### src/rtl/pattern_detector.sv
`timescale 1ns / 1ps
`default_nettype none
// +----------------------------------------------------------------------+
// | pattern_detector: masked, programmable serial pattern recogniser      |
// | with overlap control and saturating match counter.  Revision 1.0      |
// +----------------------------------------------------------------------+
module pattern_detector #(
  parameter int unsigned      PAT_W    = 3,
  parameter logic [PAT_W-1:0] DEF_PAT  = PAT_W'(1),
  parameter logic [PAT_W-1:0] DEF_MASK = '1,
  parameter int unsigned      CNT_W    = 8
) (
  input  logic             clk,
  input  logic             rst_n,
  input  logic             i_data_valid,
  input  logic             i_data,
  input  logic             i_pat_load,
  input  logic [PAT_W-1:0] i_pat_in,
  input  logic [PAT_W-1:0] i_mask_in,
  input  logic             i_overlap,
  input  logic             i_clr_count,
  output logic             o_found,
  output logic [CNT_W-1:0] o_match_count,
  output logic             o_count_sat
);

  localparam int unsigned         c_FILL_W    = $clog2(PAT_W + 1);
  localparam logic [c_FILL_W-1:0] c_FILL_MAX  = c_FILL_W'(PAT_W);
  localparam logic [c_FILL_W-1:0] c_FILL_LAST = c_FILL_W'(PAT_W - 1);
  localparam logic [CNT_W-1:0]    c_CNT_MAX   = '1;

  logic [PAT_W-1:0]    r_hist;
  logic [c_FILL_W-1:0] r_fill;
  logic [PAT_W-1:0]    r_pat;
  logic [PAT_W-1:0]    r_mask;
  logic                r_found;
  logic [CNT_W-1:0]    r_count;
  logic                r_sat;

  logic [PAT_W-1:0] w_new_hist;
  logic             w_full;
  logic             w_cmp_ok;
  logic             w_match;

  // The incoming bit completes the window once PAT_W-1 bits are already held.
  assign w_new_hist = {r_hist[PAT_W-2:0], i_data};
  assign w_full     = (r_fill >= c_FILL_LAST);
  assign w_cmp_ok   = (((w_new_hist ^ r_pat) & r_mask) == '0);
  assign w_match    = i_data_valid & ~i_pat_load & w_full & w_cmp_ok;

  always_ff @(posedge clk or negedge rst_n) begin
    if (!rst_n) begin
      r_hist  <= '0;
      r_fill  <= '0;
      r_pat   <= DEF_PAT;
      r_mask  <= DEF_MASK;
      r_found <= 1'b0;
      r_count <= '0;
      r_sat   <= 1'b0;
    end else begin
      r_found <= w_match;

      if (i_pat_load) begin
        r_pat  <= i_pat_in;
        r_mask <= i_mask_in;
        r_hist <= '0;
        r_fill <= '0;
      end else if (i_data_valid) begin
        r_hist <= w_new_hist;
        if (w_match && !i_overlap) begin
          r_fill <= '0;
        end else if (r_fill != c_FILL_MAX) begin
          r_fill <= r_fill + c_FILL_W'(1);
        end
      end

      if (i_clr_count) begin
        r_count <= '0;
        r_sat   <= 1'b0;
      end else if (w_match && (r_count != c_CNT_MAX)) begin
        r_count <= r_count + CNT_W'(1);
        if (r_count == (c_CNT_MAX - CNT_W'(1))) begin
          r_sat <= 1'b1;
        end
      end
    end
  end

  assign o_found       = r_found;
  assign o_match_count = r_count;
  assign o_count_sat   = r_sat;

endmodule
`default_nettype wire
### config.mk
export PLATFORM = sky130hd
export DESIGN_NAME = pattern_detector
export DESIGN_NICKNAME = d
export VERILOG_FILES = /design/src/rtl/pattern_detector.sv
export SDC_FILE = /design/constraint.sdc
export NUM_CORES = 1
export LEC_CHECK = 0
export BUFFER_PORTS_ARGS = -buffer_cell sky130_fd_sc_hd__buf_2
export CAP_MARGIN = 5
export CORE_ASPECT_RATIO = 1.4
export CORE_MARGIN = 3
export CORE_UTILIZATION = 45
export CTS_CLUSTER_SIZE = 30
export DETAILED_ROUTE_END_ITERATION = 8
export PLACE_DENSITY = 0.68
export SYNTH_ARGS = -nofsm -noshare
export SYNTH_HDL_FRONTEND = slang
export SYNTH_SLANG_ARGS = --single-unit
### constraint.sdc
create_clock -name clk -period 5.5 [get_ports clk]
set_input_delay 0.275 -clock clk [delete_from_list [all_inputs] [get_ports clk]]
set_output_delay 0.275 -clock clk [all_outputs]
set_load 0.01 [all_outputs]
==> impl_metrics.env, run 1 <==
export IMPL_cts_resized=0
export IMPL_power_leakage_nw=0.553
export IMPL_antenna_found_initial=0
export IMPL_cp_arrival_ps=2180
export IMPL_finClkSkew_ps=7.35
export IMPL_worstSkewPairLatency_ps=300
export IMPL_drive_gt1_share_pct=35.3
export IMPL_cts_sinks=20
export IMPL_rsz0062_at_grt="false"
export IMPL_period_share_pct=35.4
export IMPL_tightest_slew_ps=443
export IMPL_wl_um=1910
export IMPL_slew_viol_final=0
export IMPL_post_route_min_period_ps=1950
export IMPL_hp_class="input pin to flop"
export IMPL_ant_nets=0
export IMPL_die_area_um2=2930
export IMPL_timing_final_ws_setup_ps=3550
export IMPL_max_freq_ghz=0.514
export IMPL_ys_types=35
export IMPL_postSynthCellCount=97
export IMPL_hold_viol_final=0
export IMPL_synth_nets=114
export IMPL_vias=791
export IMPL_finalWeightedCongestion=0.823
export IMPL_synth_area_um2=1040
export IMPL_numPortBuffers=22
export IMPL_grt_ovfl_total=0
export IMPL_grt_max_degree=21
export IMPL_outcome="completed"
export IMPL_grt_first_pass_wirelength_um=3250
export IMPL_end_kind="flop"
export IMPL_dr_pass1_iters=4
export IMPL_ir_worst_vdd_v=0.000125
export IMPL_maxCapViolCount=0
export IMPL_synth_main_ff_cell="dfrtp_1"
export IMPL_timing_hold_ws_ps=201
export IMPL_place_area_um2=1150
export IMPL_ioPinCount=23
export IMPL_grt_pass1_vias=772
export IMPL_multi_input_area_um2=497
export IMPL_async_flop_share_pct=100
export IMPL_dpl_hpwl_um=1420
export IMPL_initial_core_util_pct=50.2
export IMPL_avgViaCountPerCell=5.65
export IMPL_synthToLayoutAreaGrowth_pct=15.7
export IMPL_avgSynthCellArea_um2=10.7
export IMPL_finalNetCount=137
export IMPL_die_width_um=46.6
export IMPL_cts_made_buffers=3
export IMPL_ys_seq_area_share_pct=48.7
export IMPL_grt_usage_pct=15.0
export IMPL_startpoint_type="flop"
export IMPL_fin_area_um2=1200
export IMPL_avgRoutedWirePerCell_um=13.6
export IMPL_path_max_fanout=10
export IMPL_max_slew_margin_pct=70.5
export IMPL_powerDensity_nw_per_um2=229
export IMPL_synth_warning_count=0
export IMPL_htreeDepth=1
export IMPL_place_ws_ps=3570
export IMPL_final_util_pct=58.0
export IMPL_row_count=19
export IMPL_criticalPathCategory="flop to flop"
export IMPL_synth_seq_cells=20
export IMPL_cts_max_path_buffers=2
export IMPL_drt_iter0_markers=16
export IMPL_seqCellArea_um2=505
export IMPL_drc=0
export IMPL_clockRootBuffer="clkbuf_4"
export IMPL_synth_edff_count=0
export IMPL_fill_cells=178
export IMPL_die_h_um=62.8
export IMPL_tns_ps=0
export IMPL_diodes=0
export IMPL_cts_tree="built"
export IMPL_finalSetupViolations=0
export IMPL_clk_pin_slew_worst_paths_ps=110
export IMPL_worst_ep_required_time_ps=5730
export IMPL_core_area_um2=2070
-- worst max-delay path, cell delays in order (launching register included) --
cell and delay [ps]:
dfrtp_1 420, inv_1 80, ha_1 140, nor2_1 60, a2111oi_4 330, nand2_2 180, or4b_1 520, a21oi_1 150
-- final cells by class --
type | instances | area share [%]
Sequential cell | 20 | 42.1
Clock buffer | 4 | 3.02
Inverter | 4 | 1.25
Tap cell | 21 | 2.19
Timing Repair Buffer | 23 | 10.0
Multi-Input combinational cell | 68 | 41.4
-- final timing paths --
kind	from	end	slack, ps	depth (start not counted)
setup / recovery	r_fill[0]	o_match_count[6]	3550	7
hold / removal	i_pat_in[1]	r_pat[1]	200	2
setup reg to reg	r_fill[0]	o_match_count[6]	3550	7
hold reg to reg	o_count_sat	o_count_sat	530	2
max in group asynchronous	rst_n	r_mask[2]	4710	2
min in group asynchronous	rst_n	r_pat[1]	450	2
-- metrics by stage --
step | total power [mW] | cells
after global placement | 0.195 | 135
after CTS | 0.281 | 140
final | 0.275 | 140
after floorplan | 0.183 | 97
after global routing | 0.293 | 140
after detailed placement | 0.196 | 135
-- synth_stat cells, types with 2 or more instances --
cell / number / area share (%)
a21oi_1: 9 / 4.3
a311oi_1: 2 / 1.7
clkbuf_1: 3 / 1.1
dfrtp_1: 16 / 39
dfstp_2: 4 / 10
ha_1: 4 / 4.8
inv_1: 3 / 1.1
mux2_2: 7 / 7.6
mux2i_1: 2 / 1.9
nand2_1: 3 / 1.1
nand3_1: 4 / 1.9
nand4_1: 2 / 1.2
nor2_1: 10 / 3.6
o21ai_0: 2 / 0.97
o31ai_1: 2 / 1.4
or3_2: 3 / 2.2
xor2_1: 3 / 2.5
-- state kept, by name, summed over array words and instances, names as in the netlist --
register,flops
r_mask,3
o_count_sat,1
o_match_count,8
r_hist,2
r_pat,3
r_fill,2
o_found,1
-- timing repair --
action / 4_1_cts / 5_1_grt
hold buffers: 1 / 0
hold endpoints to repair: 16 / 0
setup buffers: 0 / 0
-- cell families after synthesis --
kind of cell	Yosys count	share of synthesized area [%]
AOI/OAI and AO/OA	22	15.6
xor gates and xnor gates	3	2.53
adders and majority gates	4	4.83
buffers and inverters	9	3.38
DFF	20	48.7
muxes	9	9.53
and+or+nand+nor	30	15.4
-- report_power, final --
group	switching, mW	total, mW	internal, mW	leakage [nW]
Combinational	0.0166	0.0313	0.0147	0.273
Clock	0.0417	0.0821	0.0404	0.0210
Sequential	0.00553	0.162	0.156	0.259
Total	0.0638	0.275	0.211	0.553
-- cells in the final DEF (no fill, tap or decap), types with 2 or more instances in the layout --
master and n:
a311oi_1 2, mux2_2 7, dfrtp_1 16, dfstp_2 4, clkbuf_4 3, ha_1 4
mux2i_1 2, buf_2 22, nand3_1 4, a21oi_1 9, nand4_1 2, xor2_1 3
inv_1 3, o21ai_0 2, nor2_1 10, o31ai_1 2, nand2_1 3, or3_2 3
-- metal layers --
layer | routed length [um] | global-route usage, % | vias to the layer above
met4 | 42 | 8.54 | 0
met5 | 0 | 0 | -
met3 | 110 | 1.73 | 4
met1 | 788 | 17.9 | 370
met2 | 964 | 24.5 | 24
li1 | - | - | 393
No activity file was read; power rests on OpenSTA's default activity.
==> run 2, diff against run 1 <==
- ABC_AREA: unset -> 1
- clock period: 5.5 -> 1.81 ns (I/O delays scaled with it)
==> impl_metrics.env, run 2 <==
export IMPL_outcome="completed"
export IMPL_avgSynthCellArea_um2=8.08
export IMPL_htreeDepth=1
export IMPL_place_area_um2=1190
export IMPL_initial_core_util_pct=48.4
export IMPL_cts_max_path_buffers=2
export IMPL_synth_seq_cells=20
export IMPL_finClkSkew_ps=8.55
export IMPL_synthTopCellsByArea="dfrtp_1 (38%), nand2_1 (13%), dfstp_2 (9.9%)"
export IMPL_synth_top_cell_area_share_pct=37.6
export IMPL_maxCapViolCount=0
export IMPL_ys_seq_area_share_pct=47.4
export IMPL_dpl_hpwl_um=1710
export IMPL_post_route_min_period_ps=1650
export IMPL_drive_gt1_share_pct=25.0
export IMPL_finalNetCount=182
export IMPL_grt_first_pass_wirelength_um=4020
export IMPL_final_common_cell="nand2_1"
export IMPL_drt_iter0_markers=10
export IMPL_postSynthCellCount=132
export IMPL_diodes=0
export IMPL_criticalPathCategory="flop to flop"
export IMPL_die_area_um2=3000
export IMPL_cts_made_buffers=3
export IMPL_avgRoutedWirePerCell_um=12.4
export IMPL_ir_worst_vdd_v=0.000438
export IMPL_finalSetupViolations=0
export IMPL_stdcell_count=186
export IMPL_fin_area_um2=1290
export IMPL_period_share_pct=91.2
export IMPL_wl_um=2310
export IMPL_final_cell_mix="nand2_1 (37), buf_2 (22), inv_1 (17), dfrtp_1 (16), nand3_1 (12)"
export IMPL_cts_tree="built"
export IMPL_avgViaCountPerCell=5.28
export IMPL_core_area_um2=2200
export IMPL_synth_nets=149
export IMPL_synth_edff_count=0
export IMPL_synth_warning_count=0
export IMPL_dp_cells=174
export IMPL_grt_usage_pct=18.0
export IMPL_row_count=20
export IMPL_async_flop_share_pct=100
export IMPL_ioPinCount=23
export IMPL_yosysTopAreaCell="dfrtp_1"
export IMPL_powerDensity_nw_per_um2=667
export IMPL_hold_viol_final=0
export IMPL_dr_pass1_iters=4
export IMPL_power_uw=857
export IMPL_clk_pin_slew_worst_paths_ps=100
export IMPL_numPortBuffers=22
export IMPL_ys_types=24
export IMPL_finalWeightedCongestion=0.802
export IMPL_grt_ovfl_total=0
export IMPL_startpoint_type="flop"
export IMPL_worst_ep_required_time_ps=1990
export IMPL_cp_arrival_ps=1830
export IMPL_yosysMostFrequentCell="nand2_1"
export IMPL_slew_viol_final=0
export IMPL_antenna_found_initial=0
export IMPL_tns_ps=0
export IMPL_largest_reg_flops=8
export IMPL_grt_pass1_vias=993
export IMPL_path_max_fanout=7
export IMPL_tightest_slew_ps=439
export IMPL_vias=982
export IMPL_die_width_um=47.1
export IMPL_ant_nets=0
export IMPL_synth_common_cells="nand2_1 (37), inv_1 (17), dfrtp_1 (16), nand3_1 (12), nor2_1 (8)"
export IMPL_synth_main_ff_cell="dfrtp_1"
export IMPL_synth_area_um2=1070
export IMPL_end_kind="flop"
export IMPL_drc=0
export IMPL_grt_max_degree=21
export IMPL_worstSkewPairLatency_ps=290
export IMPL_fill_cells=202
export IMPL_max_slew_margin_pct=70.7
export IMPL_clockRootBuffer="clkbuf_4"
export IMPL_cts_sinks=20
export IMPL_power_leakage_nw=0.676
export IMPL_hp_class="input pin to flop"
export IMPL_die_h_um=63.6
export IMPL_max_freq_ghz=0.606
export IMPL_synthToLayoutAreaGrowth_pct=20.7
==> run 2: cell count changes in the layout (fill, tap and decap cells not counted), moves of 3 or more <==
cell / previous run / this run
nand2_1: 3 / 37
inv_1: 3 / 17
nand3_1: 4 / 12
a21oi_1: 9 / 2
mux2_2: 7 / 0
o21ai_0: 2 / 6
buf_4: 0 / 3
dlygate4sd3_1: 1 / 4
nand4_1: 2 / 5
nor2_1: 10 / 7
or3_2: 3 / 0
==> run 2: repair_timing <==
action / 4_1_cts / 5_1_grt
resized for setup: 0 / 1
endpoints found under the setup margin: 0 / 2
endpoints found under the hold margin: 19 / 0
setup buffers: 0 / 3
hold buffers: 4 / 0
==> run 2: path summary, 6_finish.rpt <==
path,from,to,slack (ps),cells after the start
max,o_match_count[0],o_count_sat,160,8
min,i_pat_in[0],r_pat[0],20,3
max reg2reg,o_match_count[0],o_count_sat,160,8
min reg2reg,r_mask[0],r_mask[0],470,2
max in group asynchronous,rst_n,r_pat[0],1200,2
min in group asynchronous,rst_n,r_hist[1],270,2
==> run 2: power breakdown <==
part / internal [mW] / switching [mW] / total [mW] / leakage, nW
logic: 0.0576 / 0.0909 / 0.148 / 0.403
registers: 0.480 / 0.0187 / 0.499 / 0.259
clock network: 0.0856 / 0.124 / 0.210 / 0.0150
total: 0.623 / 0.234 / 0.857 / 0.676
==> run 2: kinds of logic after synthesis <==
family | synth area share, %
AO/OA/AOI/OAI | 7.04
XOR/XNOR | 2.47
adder cells (fa/ha/maj) | 4.70
buffers and inverters | 8.10
flip-flops | 47.4
AND/OR/NAND/NOR | 30.3
==> run 2: final cells by class <==
class                   count  area [um2]  share of cell area [%]
flip-flops and latches     20         505                    39.3
multi-input cells          92         483                    37.5
repair buffers             29         173                    13.4
inverters                  19        71.3                    5.54
well taps                  22        27.5                    2.14
clock buffers               4        26.3                    2.04
==> run 2: routing by layer <==
layer	vias to the layer above	global-route usage [%]	wire (um)
met3	6	3.14	142
met2	36	31.8	1200
met4	0	9.69	40
met1	449	18.5	928
li1	491	-	-
met5	-	0	0
==> run 2: worst max-delay path, cell delays in order (launching register included) <==
cell     delay, ps
dfrtp_1        410
ha_1           210
inv_1           80
nor2_2         160
nand4_1        220
nand2_4        160
nand2_1        110
a21oi_1        140
nor2_1          50
==> run 2: per-stage QoR <==
stage	hold slack, ps	util [%]	setup slack (ps)
after floorplan	-205	-	380
after global placement	56.2	54.0	239
after detailed placement	60.3	54.0	142
after CTS	10.0	57.0	122
after global routing	9.49	58.4	-26.9
final	18.7	58.4	160
==> run 3, diff against run 2 <==
- clock period: 1.81 -> 2 ns (I/O delays scaled with it)
==> impl_metrics.env, run 3 (same netlist as run 2, synthesis figures left out) <==
export IMPL_grt_first_pass_wirelength_um=3940
export IMPL_drc=0
export IMPL_tightest_slew_ps=441
export IMPL_timing_final_ws_setup_ps=301
export IMPL_maxCapViolCount=0
export IMPL_cts_resized=0
export IMPL_max_slew_margin_pct=70.6
export IMPL_slew_viol_final=0
export IMPL_r2r_end="o_count_sat"
export IMPL_place_ws_ps=344
export IMPL_worstSkewPairLatency_ps=290
export IMPL_core_area_um2=2200
export IMPL_finalSetupViolations=0
export IMPL_worst_ep_required_time_ps=2190
export IMPL_avgViaCountPerCell=5.27
export IMPL_dpl_hpwl_um=1710
export IMPL_power_uw=773
export IMPL_post_route_min_period_ps=1700
export IMPL_clockRootBuffer="clkbuf_4"
export IMPL_criticalPathCategory="flop to flop"
export IMPL_clk_pin_slew_worst_paths_ps=110
export IMPL_die_area_um2=3000
export IMPL_diodes=0
export IMPL_crit_start="o_match_count[1]"
export IMPL_ant_nets=0
export IMPL_initial_core_util_pct=48.4
export IMPL_vias=960
export IMPL_avgRoutedWirePerCell_um=12.4
export IMPL_grt_usage_pct=17.6
export IMPL_rr_startpoint="o_match_count[1]"
export IMPL_crit_end="o_count_sat"
export IMPL_power_leakage_nw=0.661
export IMPL_finalNetCount=178
export IMPL_finClkSkew_ps=11.5
export IMPL_cts_max_path_buffers=2
export IMPL_powerDensity_nw_per_um2=616
export IMPL_grt_pass1_vias=969
export IMPL_row_count=20
export IMPL_antenna_found_initial=0
export IMPL_final_util_pct=57.0
export IMPL_grt_max_degree=21
export IMPL_max_freq_ghz=0.589
export IMPL_startpoint_type="flop"
export IMPL_htreeDepth=1
export IMPL_die_width_um=47.1
export IMPL_numPortBuffers=22
export IMPL_ioPinCount=23
export IMPL_tns_ps=0
export IMPL_largest_reg_flops=8
export IMPL_drt_iter0_markers=9
export IMPL_hp_class="input pin to flop"
export IMPL_synthToLayoutAreaGrowth_pct=17.7
export IMPL_final_cell_mix="nand2_1 (37), buf_2 (22), inv_1 (17), dfrtp_1 (16), nand3_1 (12)"
export IMPL_cts_tree="built"
export IMPL_cts_sinks=20
export IMPL_period_share_pct=85.0
export IMPL_drive_gt1_share_pct=22.5
export IMPL_worst_r2r_cell_count=8
export IMPL_ir_worst_vdd_v=0.000401
export IMPL_die_h_um=63.6
export IMPL_rsz0062_at_grt="false"
export IMPL_outcome="completed"
export IMPL_cts_made_buffers=3
export IMPL_holdCritStartpoint="i_pat_in[2]"
export IMPL_path_max_fanout=14
export IMPL_final_common_cell="nand2_1"
export IMPL_finalWeightedCongestion=0.802
export IMPL_rrSetupSlack_ps=300
export IMPL_end_kind="flop"
export IMPL_hold_viol_final=0
export IMPL_grt_ovfl_total=0
export IMPL_dr_pass1_iters=4
export IMPL_wl_um=2250
export IMPL_cp_arrival_ps=1880
run 3: timing repair:
action | CTS | global route
buffers inserted | 0 | 0
hold buffers | 4 | 0
hold endpoints to repair | 19 | 0
run 3: worst min path at each step:
stage / slack [ps] / cells past startpoint / to
after floorplan: -200 / 0 / o_count_sat
after global placement: 70 / 1 / o_match_count[1]
after detailed placement: 70 / 1 / r_hist[0]
after CTS: 20 / 3 / r_pat[2]
after global routing: 20 / 3 / r_pat[2]
final: 20 / 3 / r_pat[2]
run 3: worst max-delay path, stage by stage (launching register included):
cell	delay [ps]
dfrtp_1	440
ha_1	210
inv_1	70
nor2_1	200
nand4_1	180
nand2_4	190
nand2_1	110
a21oi_1	140
nor2_1	50
run 3: area by class of cell:
class	instances	area, um2
fill	212	947
sequential	20	505
multi-input combinational	91	474
timing repair buffer	26	150
inverter	19	71.3
tap	22	27.5
clock buffer	4	26.3
run 3: through the flow:
stage                     hold WS (ps)  instances  instance area (um2)
after floorplan                   -196        132                 1070
after global placement            65.7        174                 1190
after detailed placement          70.6        174                 1190
after CTS                         18.0        182                 1250
after global routing              24.2        182                 1250
final                             19.0        182                 1250
run 3: report_power, final:
| part | switching [mW] | internal, mW | leakage [nW] |
|---|---|---|---|
| clock network | 0.116 | 0.0775 | 0.0150 |
| registers | 0.0170 | 0.435 | 0.259 |
| logic | 0.0800 | 0.0481 | 0.388 |
run 3: layer usage:
layer | global-route usage (%) | part of all wire, % | vias up
met5 | 0 | 0 | -
li1 | - | - | 481
met1 | 18.7 | 40 | 443
met4 | 6.92 | 1.5 | 0
met2 | 32.0 | 54 | 32
met3 | 2.57 | 4.6 | 4
